**config.mk**
```make
export PLATFORM = sky130hd
export DESIGN_NAME = id_ex_stage_flat
export DESIGN_NICKNAME = d
export VERILOG_FILES = /design/src/rtl/id_ex_stage_if.sv /design/src/rtl/id_ex_stage.sv /design/src/flat_wrapper.sv
export SDC_FILE = /design/constraint.sdc
export NUM_CORES = 1
export LEC_CHECK = 0
export CORE_ASPECT_RATIO = 0.8
export CORE_MARGIN = 5
export CORE_UTILIZATION = 40
export DETAILED_ROUTE_END_ITERATION = 7
export GPL_TIMING_DRIVEN = 0
export PLACE_DENSITY = 0.85
export REMOVE_ABC_BUFFERS = 1
export SYNTH_ARGS = -nofsm -noshare
export SYNTH_HDL_FRONTEND = slang
export SYNTH_SLANG_ARGS = --single-unit
export TNS_END_PERCENT = 10
```
**constraint.sdc**
```tcl
create_clock -name clk -period 2.44 [get_ports clk]
set_clock_uncertainty 0.2 [all_clocks]
set_input_delay 0.488 -clock clk [delete_from_list [all_inputs] [get_ports clk]]
set_output_delay 0.488 -clock clk [all_outputs]
set_load 0.01 [all_outputs]
```
**src/rtl/id_ex_stage_if.sv**
```systemverilog
// Decode/execute bundle: D-side inputs, hazard controls,
// M/W forwarding sources and E-side outputs.
interface id_ex_stage_if #(
  parameter int WIDTH = 32,
  parameter int REGW  = 5
);
  logic             StallE;
  logic             FlushE;
  logic             RegWriteD;
  logic             MemtoRegD;
  logic             MemWriteD;
  logic             ALUSrcD;
  logic             RegDstD;
  logic [2:0]       ALUControlD;
  logic [WIDTH-1:0] RD1D;
  logic [WIDTH-1:0] RD2D;
  logic [REGW-1:0]  RsD;
  logic [REGW-1:0]  RtD;
  logic [REGW-1:0]  RdD;
  logic [WIDTH-1:0] SignImmD;
  logic             RegWriteM;
  logic [REGW-1:0]  WriteRegM;
  logic [WIDTH-1:0] ALUOutM;
  logic             RegWriteW;
  logic [REGW-1:0]  WriteRegW;
  logic [WIDTH-1:0] ResultW;
  logic             RegWriteE;
  logic             MemtoRegE;
  logic             MemWriteE;
  logic [2:0]       ALUControlE;
  logic [WIDTH-1:0] SrcAE;
  logic [WIDTH-1:0] SrcBE;
  logic [WIDTH-1:0] WriteDataE;
  logic [REGW-1:0]  WriteRegE;
  logic [REGW-1:0]  RsE;
  logic [REGW-1:0]  RtE;
  logic [1:0]       ForwardAE;
  logic [1:0]       ForwardBE;

  modport master (
    output StallE, FlushE,
    output RegWriteD, MemtoRegD, MemWriteD,
    output ALUSrcD, RegDstD, ALUControlD,
    output RD1D, RD2D, RsD, RtD, RdD, SignImmD,
    output RegWriteM, WriteRegM, ALUOutM,
    output RegWriteW, WriteRegW, ResultW,
    input  RegWriteE, MemtoRegE, MemWriteE,
    input  ALUControlE, SrcAE, SrcBE,
    input  WriteDataE, WriteRegE, RsE, RtE,
    input  ForwardAE, ForwardBE
  );

  modport slave (
    input  StallE, FlushE,
    input  RegWriteD, MemtoRegD, MemWriteD,
    input  ALUSrcD, RegDstD, ALUControlD,
    input  RD1D, RD2D, RsD, RtD, RdD, SignImmD,
    input  RegWriteM, WriteRegM, ALUOutM,
    input  RegWriteW, WriteRegW, ResultW,
    output RegWriteE, MemtoRegE, MemWriteE,
    output ALUControlE, SrcAE, SrcBE,
    output WriteDataE, WriteRegE, RsE, RtE,
    output ForwardAE, ForwardBE
  );
endinterface

```
**src/rtl/id_ex_stage.sv**
```systemverilog
// ID/EX pipeline register with MEM/WB forwarding and
// immediate / destination-register operand selection.
module id_ex_stage #(
  parameter int WIDTH = 32,
  parameter int REGW  = 5
) (
  input logic         clk,
  input logic         reset,
  id_ex_stage_if.slave bus
);

  typedef struct packed {
    logic             reg_write;
    logic             memto_reg;
    logic             mem_write;
    logic             alu_src;
    logic             reg_dst;
    logic [2:0]       alu_control;
    logic [WIDTH-1:0] rd1;
    logic [WIDTH-1:0] rd2;
    logic [WIDTH-1:0] sign_imm;
    logic [REGW-1:0]  rs;
    logic [REGW-1:0]  rt;
    logic [REGW-1:0]  rd;
  } stage_t;

  stage_t d;
  stage_t q;

  logic [1:0]       fwd_a;
  logic [1:0]       fwd_b;
  logic [WIDTH-1:0] op_a;
  logic [WIDTH-1:0] op_b;

  always_comb begin
    d             = '0;
    d.reg_write   = bus.RegWriteD;
    d.memto_reg   = bus.MemtoRegD;
    d.mem_write   = bus.MemWriteD;
    d.alu_src     = bus.ALUSrcD;
    d.reg_dst     = bus.RegDstD;
    d.alu_control = bus.ALUControlD;
    d.rd1         = bus.RD1D;
    d.rd2         = bus.RD2D;
    d.sign_imm    = bus.SignImmD;
    d.rs          = bus.RsD;
    d.rt          = bus.RtD;
    d.rd          = bus.RdD;
  end

  // bubble equals the reset value: a NOP
  always_ff @(posedge clk) begin
    if (reset)
      q <= '0;
    else if (bus.FlushE)
      q <= '0;
    else if (!bus.StallE)
      q <= d;
  end

  logic hit_ma, hit_wa, hit_mb, hit_wb;

  assign hit_ma = bus.RegWriteM
               && (bus.WriteRegM == q.rs)
               && (q.rs != '0);
  assign hit_wa = bus.RegWriteW
               && (bus.WriteRegW == q.rs)
               && (q.rs != '0);
  assign hit_mb = bus.RegWriteM
               && (bus.WriteRegM == q.rt)
               && (q.rt != '0);
  assign hit_wb = bus.RegWriteW
               && (bus.WriteRegW == q.rt)
               && (q.rt != '0);

  // MEM result is newer than WB, so it wins
  always_comb begin
    fwd_a = 2'b00;
    fwd_b = 2'b00;
    if (hit_ma)      fwd_a = 2'b10;
    else if (hit_wa) fwd_a = 2'b01;
    if (hit_mb)      fwd_b = 2'b10;
    else if (hit_wb) fwd_b = 2'b01;
  end

  always_comb begin
    op_a = q.rd1;
    op_b = q.rd2;
    unique case (fwd_a)
      2'b10:   op_a = bus.ALUOutM;
      2'b01:   op_a = bus.ResultW;
      default: op_a = q.rd1;
    endcase
    unique case (fwd_b)
      2'b10:   op_b = bus.ALUOutM;
      2'b01:   op_b = bus.ResultW;
      default: op_b = q.rd2;
    endcase
  end

  assign bus.RegWriteE   = q.reg_write;
  assign bus.MemtoRegE   = q.memto_reg;
  assign bus.MemWriteE   = q.mem_write;
  assign bus.ALUControlE = q.alu_control;
  assign bus.SrcAE       = op_a;
  assign bus.WriteDataE  = op_b;
  assign bus.SrcBE       = q.alu_src
                         ? q.sign_imm : op_b;
  assign bus.WriteRegE   = q.reg_dst
                         ? q.rd : q.rt;
  assign bus.RsE         = q.rs;
  assign bus.RtE         = q.rt;
  assign bus.ForwardAE   = fwd_a;
  assign bus.ForwardBE   = fwd_b;

endmodule
```
**src/flat_wrapper.sv**
```systemverilog
// flat-port wrapper written by rule: the top's interface ports become plain ports
module id_ex_stage_flat 
#(
  parameter int WIDTH = 32,
  parameter int REGW  = 5
)
  (clk, reset, bus_StallE, bus_FlushE, bus_RegWriteD, bus_MemtoRegD, bus_MemWriteD, bus_ALUSrcD, bus_RegDstD, bus_ALUControlD, bus_RD1D, bus_RD2D, bus_RsD, bus_RtD, bus_RdD, bus_SignImmD, bus_RegWriteM, bus_WriteRegM, bus_ALUOutM, bus_RegWriteW, bus_WriteRegW, bus_ResultW, bus_RegWriteE, bus_MemtoRegE, bus_MemWriteE, bus_ALUControlE, bus_SrcAE, bus_SrcBE, bus_WriteDataE, bus_WriteRegE, bus_RsE, bus_RtE, bus_ForwardAE, bus_ForwardBE);
  id_ex_stage_if #(.WIDTH(WIDTH), .REGW(REGW)) bus_i ();
  input logic clk;
  input logic reset;
  input wire logic [$bits(bus_i.StallE)-1:0] bus_StallE;
  input wire logic [$bits(bus_i.FlushE)-1:0] bus_FlushE;
  input wire logic [$bits(bus_i.RegWriteD)-1:0] bus_RegWriteD;
  input wire logic [$bits(bus_i.MemtoRegD)-1:0] bus_MemtoRegD;
  input wire logic [$bits(bus_i.MemWriteD)-1:0] bus_MemWriteD;
  input wire logic [$bits(bus_i.ALUSrcD)-1:0] bus_ALUSrcD;
  input wire logic [$bits(bus_i.RegDstD)-1:0] bus_RegDstD;
  input wire logic [$bits(bus_i.ALUControlD)-1:0] bus_ALUControlD;
  input wire logic [$bits(bus_i.RD1D)-1:0] bus_RD1D;
  input wire logic [$bits(bus_i.RD2D)-1:0] bus_RD2D;
  input wire logic [$bits(bus_i.RsD)-1:0] bus_RsD;
  input wire logic [$bits(bus_i.RtD)-1:0] bus_RtD;
  input wire logic [$bits(bus_i.RdD)-1:0] bus_RdD;
  input wire logic [$bits(bus_i.SignImmD)-1:0] bus_SignImmD;
  input wire logic [$bits(bus_i.RegWriteM)-1:0] bus_RegWriteM;
  input wire logic [$bits(bus_i.WriteRegM)-1:0] bus_WriteRegM;
  input wire logic [$bits(bus_i.ALUOutM)-1:0] bus_ALUOutM;
  input wire logic [$bits(bus_i.RegWriteW)-1:0] bus_RegWriteW;
  input wire logic [$bits(bus_i.WriteRegW)-1:0] bus_WriteRegW;
  input wire logic [$bits(bus_i.ResultW)-1:0] bus_ResultW;
  output wire logic [$bits(bus_i.RegWriteE)-1:0] bus_RegWriteE;
  output wire logic [$bits(bus_i.MemtoRegE)-1:0] bus_MemtoRegE;
  output wire logic [$bits(bus_i.MemWriteE)-1:0] bus_MemWriteE;
  output wire logic [$bits(bus_i.ALUControlE)-1:0] bus_ALUControlE;
  output wire logic [$bits(bus_i.SrcAE)-1:0] bus_SrcAE;
  output wire logic [$bits(bus_i.SrcBE)-1:0] bus_SrcBE;
  output wire logic [$bits(bus_i.WriteDataE)-1:0] bus_WriteDataE;
  output wire logic [$bits(bus_i.WriteRegE)-1:0] bus_WriteRegE;
  output wire logic [$bits(bus_i.RsE)-1:0] bus_RsE;
  output wire logic [$bits(bus_i.RtE)-1:0] bus_RtE;
  output wire logic [$bits(bus_i.ForwardAE)-1:0] bus_ForwardAE;
  output wire logic [$bits(bus_i.ForwardBE)-1:0] bus_ForwardBE;
  assign bus_i.StallE = bus_StallE;
  assign bus_i.FlushE = bus_FlushE;
  assign bus_i.RegWriteD = bus_RegWriteD;
  assign bus_i.MemtoRegD = bus_MemtoRegD;
  assign bus_i.MemWriteD = bus_MemWriteD;
  assign bus_i.ALUSrcD = bus_ALUSrcD;
  assign bus_i.RegDstD = bus_RegDstD;
  assign bus_i.ALUControlD = bus_ALUControlD;
  assign bus_i.RD1D = bus_RD1D;
  assign bus_i.RD2D = bus_RD2D;
  assign bus_i.RsD = bus_RsD;
  assign bus_i.RtD = bus_RtD;
  assign bus_i.RdD = bus_RdD;
  assign bus_i.SignImmD = bus_SignImmD;
  assign bus_i.RegWriteM = bus_RegWriteM;
  assign bus_i.WriteRegM = bus_WriteRegM;
  assign bus_i.ALUOutM = bus_ALUOutM;
  assign bus_i.RegWriteW = bus_RegWriteW;
  assign bus_i.WriteRegW = bus_WriteRegW;
  assign bus_i.ResultW = bus_ResultW;
  assign bus_RegWriteE = bus_i.RegWriteE;
  assign bus_MemtoRegE = bus_i.MemtoRegE;
  assign bus_MemWriteE = bus_i.MemWriteE;
  assign bus_ALUControlE = bus_i.ALUControlE;
  assign bus_SrcAE = bus_i.SrcAE;
  assign bus_SrcBE = bus_i.SrcBE;
  assign bus_WriteDataE = bus_i.WriteDataE;
  assign bus_WriteRegE = bus_i.WriteRegE;
  assign bus_RsE = bus_i.RsE;
  assign bus_RtE = bus_i.RtE;
  assign bus_ForwardAE = bus_i.ForwardAE;
  assign bus_ForwardBE = bus_i.ForwardBE;
  id_ex_stage #(.WIDTH(WIDTH), .REGW(REGW)) u_core (.clk(clk), .reset(reset), .bus(bus_i));
endmodule
```
## Word level (Yosys, flattened, before mapping)

Cells that the tools add are included.

| storage, ports and cells | value |
|---|---|
| flip-flop bits (word level) | 119 |
| input bits | 199 |
| output and inout port bits | 121 |

| cells by class | value |
|---|---|
| equality and inequality tests | 8 |
| reduce and logical (&&, ||, !) cells | 11 |
| muxes and demuxes | 8 |

Operators with widths:

| cell | count |
|---|---|
| 32-bit one-hot mux with 2 select lines | 2 |
| 32-bit 2-to-1 mux | 1 |
| 5-bit equality test | 4 |
| 5-bit nonzero test | 2 |
| 1-bit logical AND | 8 |
| 5-bit 2-to-1 mux | 1 |
| 2-bit by 1-bit equality test with 1-bit output (second input constant) | 2 |
| 2-bit equality test (second input constant) | 2 |
| 2-bit 2-to-1 mux | 2 |
| 1-bit 2-to-1 mux | 2 |
| 2-bit OR reduction | 1 |

## Longest topological paths before layout

Gate-level depths: netlist of run 1.

| depth | value |
|---|---|
| depth in word-level cells | 8 |
| gate-level depth with buffers | 7 |

## Least setup slack after synthesis of run 1

OpenSTA, ideal clock, no wires.

| path | value |
|---|---|
| path kind | input to output |
| from | input bus_WriteRegM[0] |
| to | output bus_SrcBE[0] |
| arrival time | 1868 ps |
| path buffers | 1 |
| stages | 7 |
| slack | -116 ps |
| data required time | 1752 ps |
| cell sequence | xor2_1 nor4_2 nand4_2 clkinv_2 buf_4 a211oi_2 o31ai_1 |

| on the way | value |
|---|---|
| cells in the longest elaborated chain, start to end | 7 |
| elaborated cells between the ends (all ways) | 8 |
| those cells by class | eq/ne (3); mux (3); reduce/logical (2) |

Ends and longest elaborated chain:

| item | line | text |
|---|---|---|
| start, declared | flat_wrapper.sv:26 | `input wire logic [$bits(bus_i.WriteRegM)-1:0] bus_WriteRegM;` |
| 5-bit equality test * | id_ex_stage.sv:70 | `&& (bus.WriteRegM == q.rt)` |
| 1-bit logical AND * | id_ex_stage.sv:70 |  |
| 1-bit logical AND * | id_ex_stage.sv:71 | `&& (q.rt != '0);` |
| 2-bit 2-to-1 mux * | id_ex_stage.sv:82 | `if (hit_mb) fwd_b = 2'b10;` |
| 2-bit by 1-bit equality test with 1-bit output or 2-bit equality test (tied branches) | id_ex_stage.sv:94 | `unique case (fwd_b)` |
| 32-bit one-hot mux with 2 select lines * | id_ex_stage.sv:94 |  |
| 32-bit 2-to-1 mux * | id_ex_stage.sv:108 | `? q.sign_imm : op_b;` |
| end, declared | flat_wrapper.sv:36 | `output wire logic [$bits(bus_i.SrcBE)-1:0] bus_SrcBE;` |

Every way passes the cells marked *; elsewhere a longest branch is shown, timed or not.

## Worst setup path in the final report of run 1

| path | value |
|---|---|
| from | input bus_WriteRegM[4] |
| to | output bus_SrcBE[1] |

Same word-level chain as after synthesis.

==> results of run 1 <==
==> worst max-delay path by stage <==
| stage | end | cells after the start | slack (ns) | start |
|---|---|---|---|---|
| floorplan | bus_SrcAE[0] | 4 | -4.27 | u_core.bus.RsE[2]$_SDFFE_PP0N_ |
| global placement | bus_SrcAE[31] | 6 | -8.02 | bus_WriteRegM[4] |
| detailed placement | bus_SrcBE[31] | 7 | -3.18 | u_core.bus.RtE[0]$_SDFFE_PP0N_ |
| CTS | bus_SrcBE[4] | 10 | -0.68 | u_core.bus.RtE[3]$_SDFFE_PP0N_ |
| global route | bus_SrcBE[1] | 11 | -0.82 | bus_WriteRegM[4] |
| finish | bus_SrcBE[1] | 11 | -0.75 | bus_WriteRegM[4] |
==> tightest hold or removal path: stages (launching register included) <==
cell and delay (ns):
dfxtp_1 0.32, mux2i_1 0.07, nor2_1 0.07
==> metal layers <==
| metal | global-route usage (%) | part of all wire [%] | vias up |
|---|---|---|---|
| met2 | 50.3 | 49 | 386 |
| met5 | 0 | 0 | - |
| met1 | 35.6 | 39 | 3591 |
| met4 | 11.8 | 3.6 | 0 |
| met3 | 8.47 | 7.8 | 76 |
| li1 | - | - | 3347 |
==> cell usage in the layout, fill, tap and decap left out, drive strengths merged, types with 27 or more instances in the layout <==
cell type and count:
mux2i 151, clkdlybuf4s50 204, o31ai 32, dfxtp 119, clkbuf 27, a211oi 32
nand2 66, o21ai 32, nor2 187, buf 165, and4 31
==> power by group <==
part           total, mW  internal, mW  switching (mW)
clock network       2.47          1.57           0.901
registers           2.07          2.00          0.0623
logic               1.12         0.614           0.509
==> per-stage QoR <==
step	std cells	setup TNS, ns	setup slack, ns	utilization (%)
final	1344	-61.76	-0.753	71.9
after global routing	1344	-69.54	-0.821	71.9
after CTS	1333	-57.35	-0.677	69.9
after detailed placement	1244	-238.29	-3.18	60.3
after global placement	1230	-1049.73	-8.02	59.1
after floorplan	691	-209.32	-4.27	-
==> cell families after synthesis <==
family	synth area share [%]
buf+inv	6.14
mux	23.5
simple gates	20.1
flops	35.6
xor+xnor	2.62
compound gates	12.0
==> area by class of cell <==
type / instances / area share (%)
clock buffers: 22 / 4.00
clock inverters: 9 / 0.844
flip-flops and latches: 119 / 20.4
inverters: 3 / 0.316
repair buffers: 395 / 31.9
repair inverters: 4 / 0.781
multi-input cells: 572 / 39.4
well taps: 220 / 2.32
==> sequential cells by signal (all words and copies together) (netlist names) <==
signal and cells:
u_core.q 103, u_core.bus.RsE 5, u_core.bus.RtE 5, u_core.bus.ALUControlE 3, u_core.bus.MemWriteE 1, u_core.bus.MemtoRegE 1, u_core.bus.RegWriteE 1
==> timing repair <==
action                                  4_1_cts  5_1_grt
endpoints found under the setup margin      100      104
buffers inserted                             45        9
pin swaps                                    94       36
resized for setup                           622       60
gates cloned                                 13        3
hold buffers                                  0        0
==> reports/qor.yml, run 1 <==
status:
  status: "finished, violations left"
  violations: "setup timing"
logic_synthesis:
  synth-async-reset-ratio_pct: 0
  yosysMostFrequentCell: "nor2_1"
  yosysSeqAreaShare_pct: 35.6
  synth-edff-count: 0
  synth_top_area_share_pct: 35.6
  syn_area_um2: 6680
  synth_area_leader_cell: "dfxtp_1"
  synthTopCellsByCount: "nor2_1, mux2i_1, dfxtp_1"
  synth_area_leaders: "dfxtp_1, mux2i_1, nor2_1"
  synth-main-ff-cell: "dfxtp_1"
  ys_types: 33
  syn_area_per_cell_um2: 8.70
  yosys_warnings: 0
  synth_seq_cells: 119
  synth_cells: 768
routing:
  route.detailed.drc: 0
  routedWlPerCell_um: 22.8
  vias: 7400
  wirelength_um: 30600
  viasPerCell: 5.51
  first_pass_iters: 5
  first_iter_violations: 443
  postRouteAntennaNets: 0
worst_setup_path:
  worstPathCellList: "dlygate4sd2_1 > xor2_4 > nor4_4 > buf_4 > nand4_4 > buf_12 > clkinv_16 > a211oi_4 > buf_4 > o31ai_4 > buf_2"
  r2r-start: "u_core.q[115]$_SDFFE_PP0N_"
  critPathRequiredTime_ns: 1.75
  critPathCaptureType: "output pin"
  cpMaxStageDelayCell: "dlygate4sd2_1"
  crit_buf_inv: 6
  cpMostUsedCell: "buf_4"
  rrSetupSlack_ns: 0.83
  cp_max_fo: 7
  startpoint_type: "input port"
  rr_worst_depth: 3
  reg2reg_to: "u_core.q[115]$_SDFFE_PP0N_"
  worstPathArrival_ns: 2.50
  critical-path-top-delay-family: "buffers and inverters"
  max_stage_delay_ns: 0.33
  crit_type: "in2out"
layout:
  layout-drive-gt1-share_pct: 31.8
  diodes: 0
  final_area_um2: 11900
  seq_area_um2: 2420
  layout.nets: 1311
  multi_input_area_um2: 4670
  syn2layout_area_growth_pct: 77.5
  fillers: 1229
cts:
  clockBufferDepth: 2
  insertion_delay_ns: 0.41
  htreeDepth: 4
  clk_pin_slew_ns: 0.05
  clock_sinks: 119
  tritoncts: "yes"
  cts-root-buf: "clkbuf_16"
  cts_buffers: 17
power:
  power_density_nw_per_um2: 477
  leakagePower_nw: 5.13
  power_mw: 5.66
  peakVddDrop_mv: 0.435
timing:
  max_freq_mhz: 313
  timing.final.ws_setup_ns: -0.753
  period_share_pct: 131
  max_slew_margin_pct: 49.3
  hold_slack_ns: 0.293
  post-route-min-period_ns: 3.19
  drv_slew: 0
  rsz0062_at_grt: "yes"
  worst_pin_slew_ns: 0.761
  finalHoldViolations: 0
  setup_violations: 100
hold_path:
  hold_path_end: "u_core.bus.MemWriteE$_SDFFE_PP0N_"
  hold_class: "reg2reg"
  min_from: "u_core.bus.MemWriteE$_SDFFE_PP0N_"
  holdPathStages: 2
floorplan:
  start_util_pct: 40.5
  core_um2: 16500
  fp.dieH_um: 126
  row_count: 42
  ios: 320
  fp.dieArea_um2: 19400
  die_w_um: 155
global_routing:
  grt_antenna_before_repair: 0
  overflow: 0
  grt_pass1_wl_um: 44600
  grt_max_degree: 65
  grt_use_total_pct: 29.7
  grt_pass1_vias: 7579
placement:
  gp_congestion: 0.840
  place_area_um2: 9950
  place_hpwl_um: 17300
  io_buffer_count: 319
job:
  max_cap_viol_count: 0
Power figures use the tool's default switching activity.
==> inputs of run 2 (changes only) <==
--- a/config.mk
+++ b/config.mk
@@ -12,6 +12,8 @@
 export GPL_TIMING_DRIVEN = 0
 export PLACE_DENSITY = 0.85
 export REMOVE_ABC_BUFFERS = 1
+export SETUP_SLACK_MARGIN = 0.3
+export SKIP_CTS_REPAIR_TIMING = 1
 export SYNTH_ARGS = -nofsm -noshare
 export SYNTH_HDL_FRONTEND = slang
 export SYNTH_SLANG_ARGS = --single-unit
==> reports/qor.yml, run 2 (synthesis results as in run 1) <==
status:
  status: "finished, violations left"
  violations: "setup timing"
job:
  max_cap_viol_count: 0
global_routing:
  grt_antenna_before_repair: 2
  grt_max_degree: 65
  grt_pass1_wl_um: 36900
  overflow: 0
  grt_pass1_vias: 6986
  grt_use_total_pct: 23.6
floorplan:
  ios: 320
  fp.dieArea_um2: 19400
  core_um2: 16500
  fp.dieH_um: 126
  die_w_um: 155
  row_count: 42
  start_util_pct: 40.5
worst_setup_path:
  max_stage_delay_ns: 0.54
  cp_max_fo: 6
  crit_buf_inv: 5
  startpoint_type: "register"
  critPathCaptureType: "output pin"
  critical-path-top-delay-family: "simple AND/OR/NAND/NOR gates"
  worstPathCellList: "or4_4 > nor2_4 > buf_6 > nor4_4 > buf_8 > buf_12 > buf_4 > mux2i_2 > o21ai_1 > buf_2"
  cpMaxStageDelayCell: "or4_4"
  crit_type: "reg2out"
  critPathRequiredTime_ns: 1.75
  worstPathArrival_ns: 2.52
cts:
  cts-root-buf: "clkbuf_16"
  htreeDepth: 4
  clk_pin_slew_ns: 0.06
  clock_sinks: 119
  cts_buffers: 17
  insertion_delay_ns: 0.41
  clockBufferDepth: 2
  tritoncts: "yes"
power:
  power_mw: 5.65
  power_density_nw_per_um2: 477
  leakagePower_nw: 5.76
  peakVddDrop_mv: 0.435
timing:
  worst_pin_slew_ns: 0.775
  finalHoldViolations: 0
  drv_slew: 0
  timing.final.ws_setup_ns: -0.772
  max_slew_margin_pct: 48.3
  period_share_pct: 132
  rsz0062_at_grt: "yes"
  hold_slack_ns: 0.292
  post-route-min-period_ns: 3.21
  max_freq_mhz: 311
  setup_violations: 100
layout:
  final_common_cell: "clkdlybuf4s50_1"
  final_cell_mix: "clkdlybuf4s50_1, nor2_1, mux2i_1"
  final_core_util_pct: 71.7
  largest_register: "u_core.q"
  stdcell_count: 1352
  fillers: 1215
  layout-drive-gt1-share_pct: 26.1
  syn2layout_area_growth_pct: 77.1
  layout.nets: 1318
  largest_register_ffs: 103
routing:
  wirelength_um: 28600
  route.detailed.drc: 0
  postRouteAntennaNets: 0
  first_iter_violations: 438
  routedWlPerCell_um: 21.2
  first_pass_iters: 5
  viasPerCell: 5.35
  vias: 7235
placement:
  place_hpwl_um: 17300
  dp.cells: 1244
  gp_congestion: 0.840
  place_ws_ns: -3.18
  io_buffer_count: 319
hold_path:
  hold_class: "reg2reg"
==> run 2: power by group <==
part	switching [mW]	total [mW]	internal (mW)
clock network	0.912	2.48	1.57
registers	0.0580	2.06	2.00
logic	0.479	1.10	0.625
==> run 2: routing by layer <==
| metal | up-vias | GRT usage, % | part of all wire [%] |
|---|---|---|---|
| met5 | - | 0 | 0 |
| met2 | 322 | 39.9 | 50 |
| met4 | 0 | 9.19 | 2.3 |
| met1 | 3490 | 28.8 | 40 |
| met3 | 53 | 6.38 | 7.2 |
| li1 | 3370 | - | - |
==> run 2: path summary, 6_finish.rpt <==
path,startpoint,to,slack [ns],depth (start not counted)
setup reg to reg,u_core.q[115]$_SDFFE_PP0N_,u_core.q[115]$_SDFFE_PP0N_,0.83,3
hold / removal,u_core.q[31]$_SDFFE_PP0N_,u_core.q[31]$_SDFFE_PP0N_,0.29,2
setup / recovery,u_core.bus.RsE[2]$_SDFFE_PP0N_,bus_SrcAE[25],-0.77,10
hold reg to reg,u_core.q[31]$_SDFFE_PP0N_,u_core.q[31]$_SDFFE_PP0N_,0.29,2
==> run 2: worst min-delay path: cells and delay by family, from the launching register on <==
kind,cells,cell delay (ns)
AND/OR/NAND/NOR,1,0.07
flip-flops,1,0.32
multiplexers,1,0.07
==> run 2: cell type report <==
type / instances / area, µm² / area share, %
Tap cell: 220 / 275 / 2.33
Clock inverter: 9 / 100 / 0.846
Sequential cell: 119 / 2420 / 20.4
Multi-Input combinational cell: 572 / 4350 / 36.8
Timing Repair inverter: 1 / 30.0 / 0.254
Inverter: 3 / 23.8 / 0.201
Timing Repair Buffer: 405 / 4160 / 35.1
Clock buffer: 22 / 474 / 4.01
Antenna cell: 1 / 2.50 / 0.0211
==> run 2: through the flow <==
| step | cell area, µm² | setup TNS, ns |
|---|---|---|
| global route | 11800 | -72.17 |
| global placement | 9750 | -1049.73 |
| detailed placement | 9950 | -238.29 |
| CTS | 10500 | -272.09 |
| finish | 11800 | -62.53 |
| floorplan | 6280 | -209.32 |
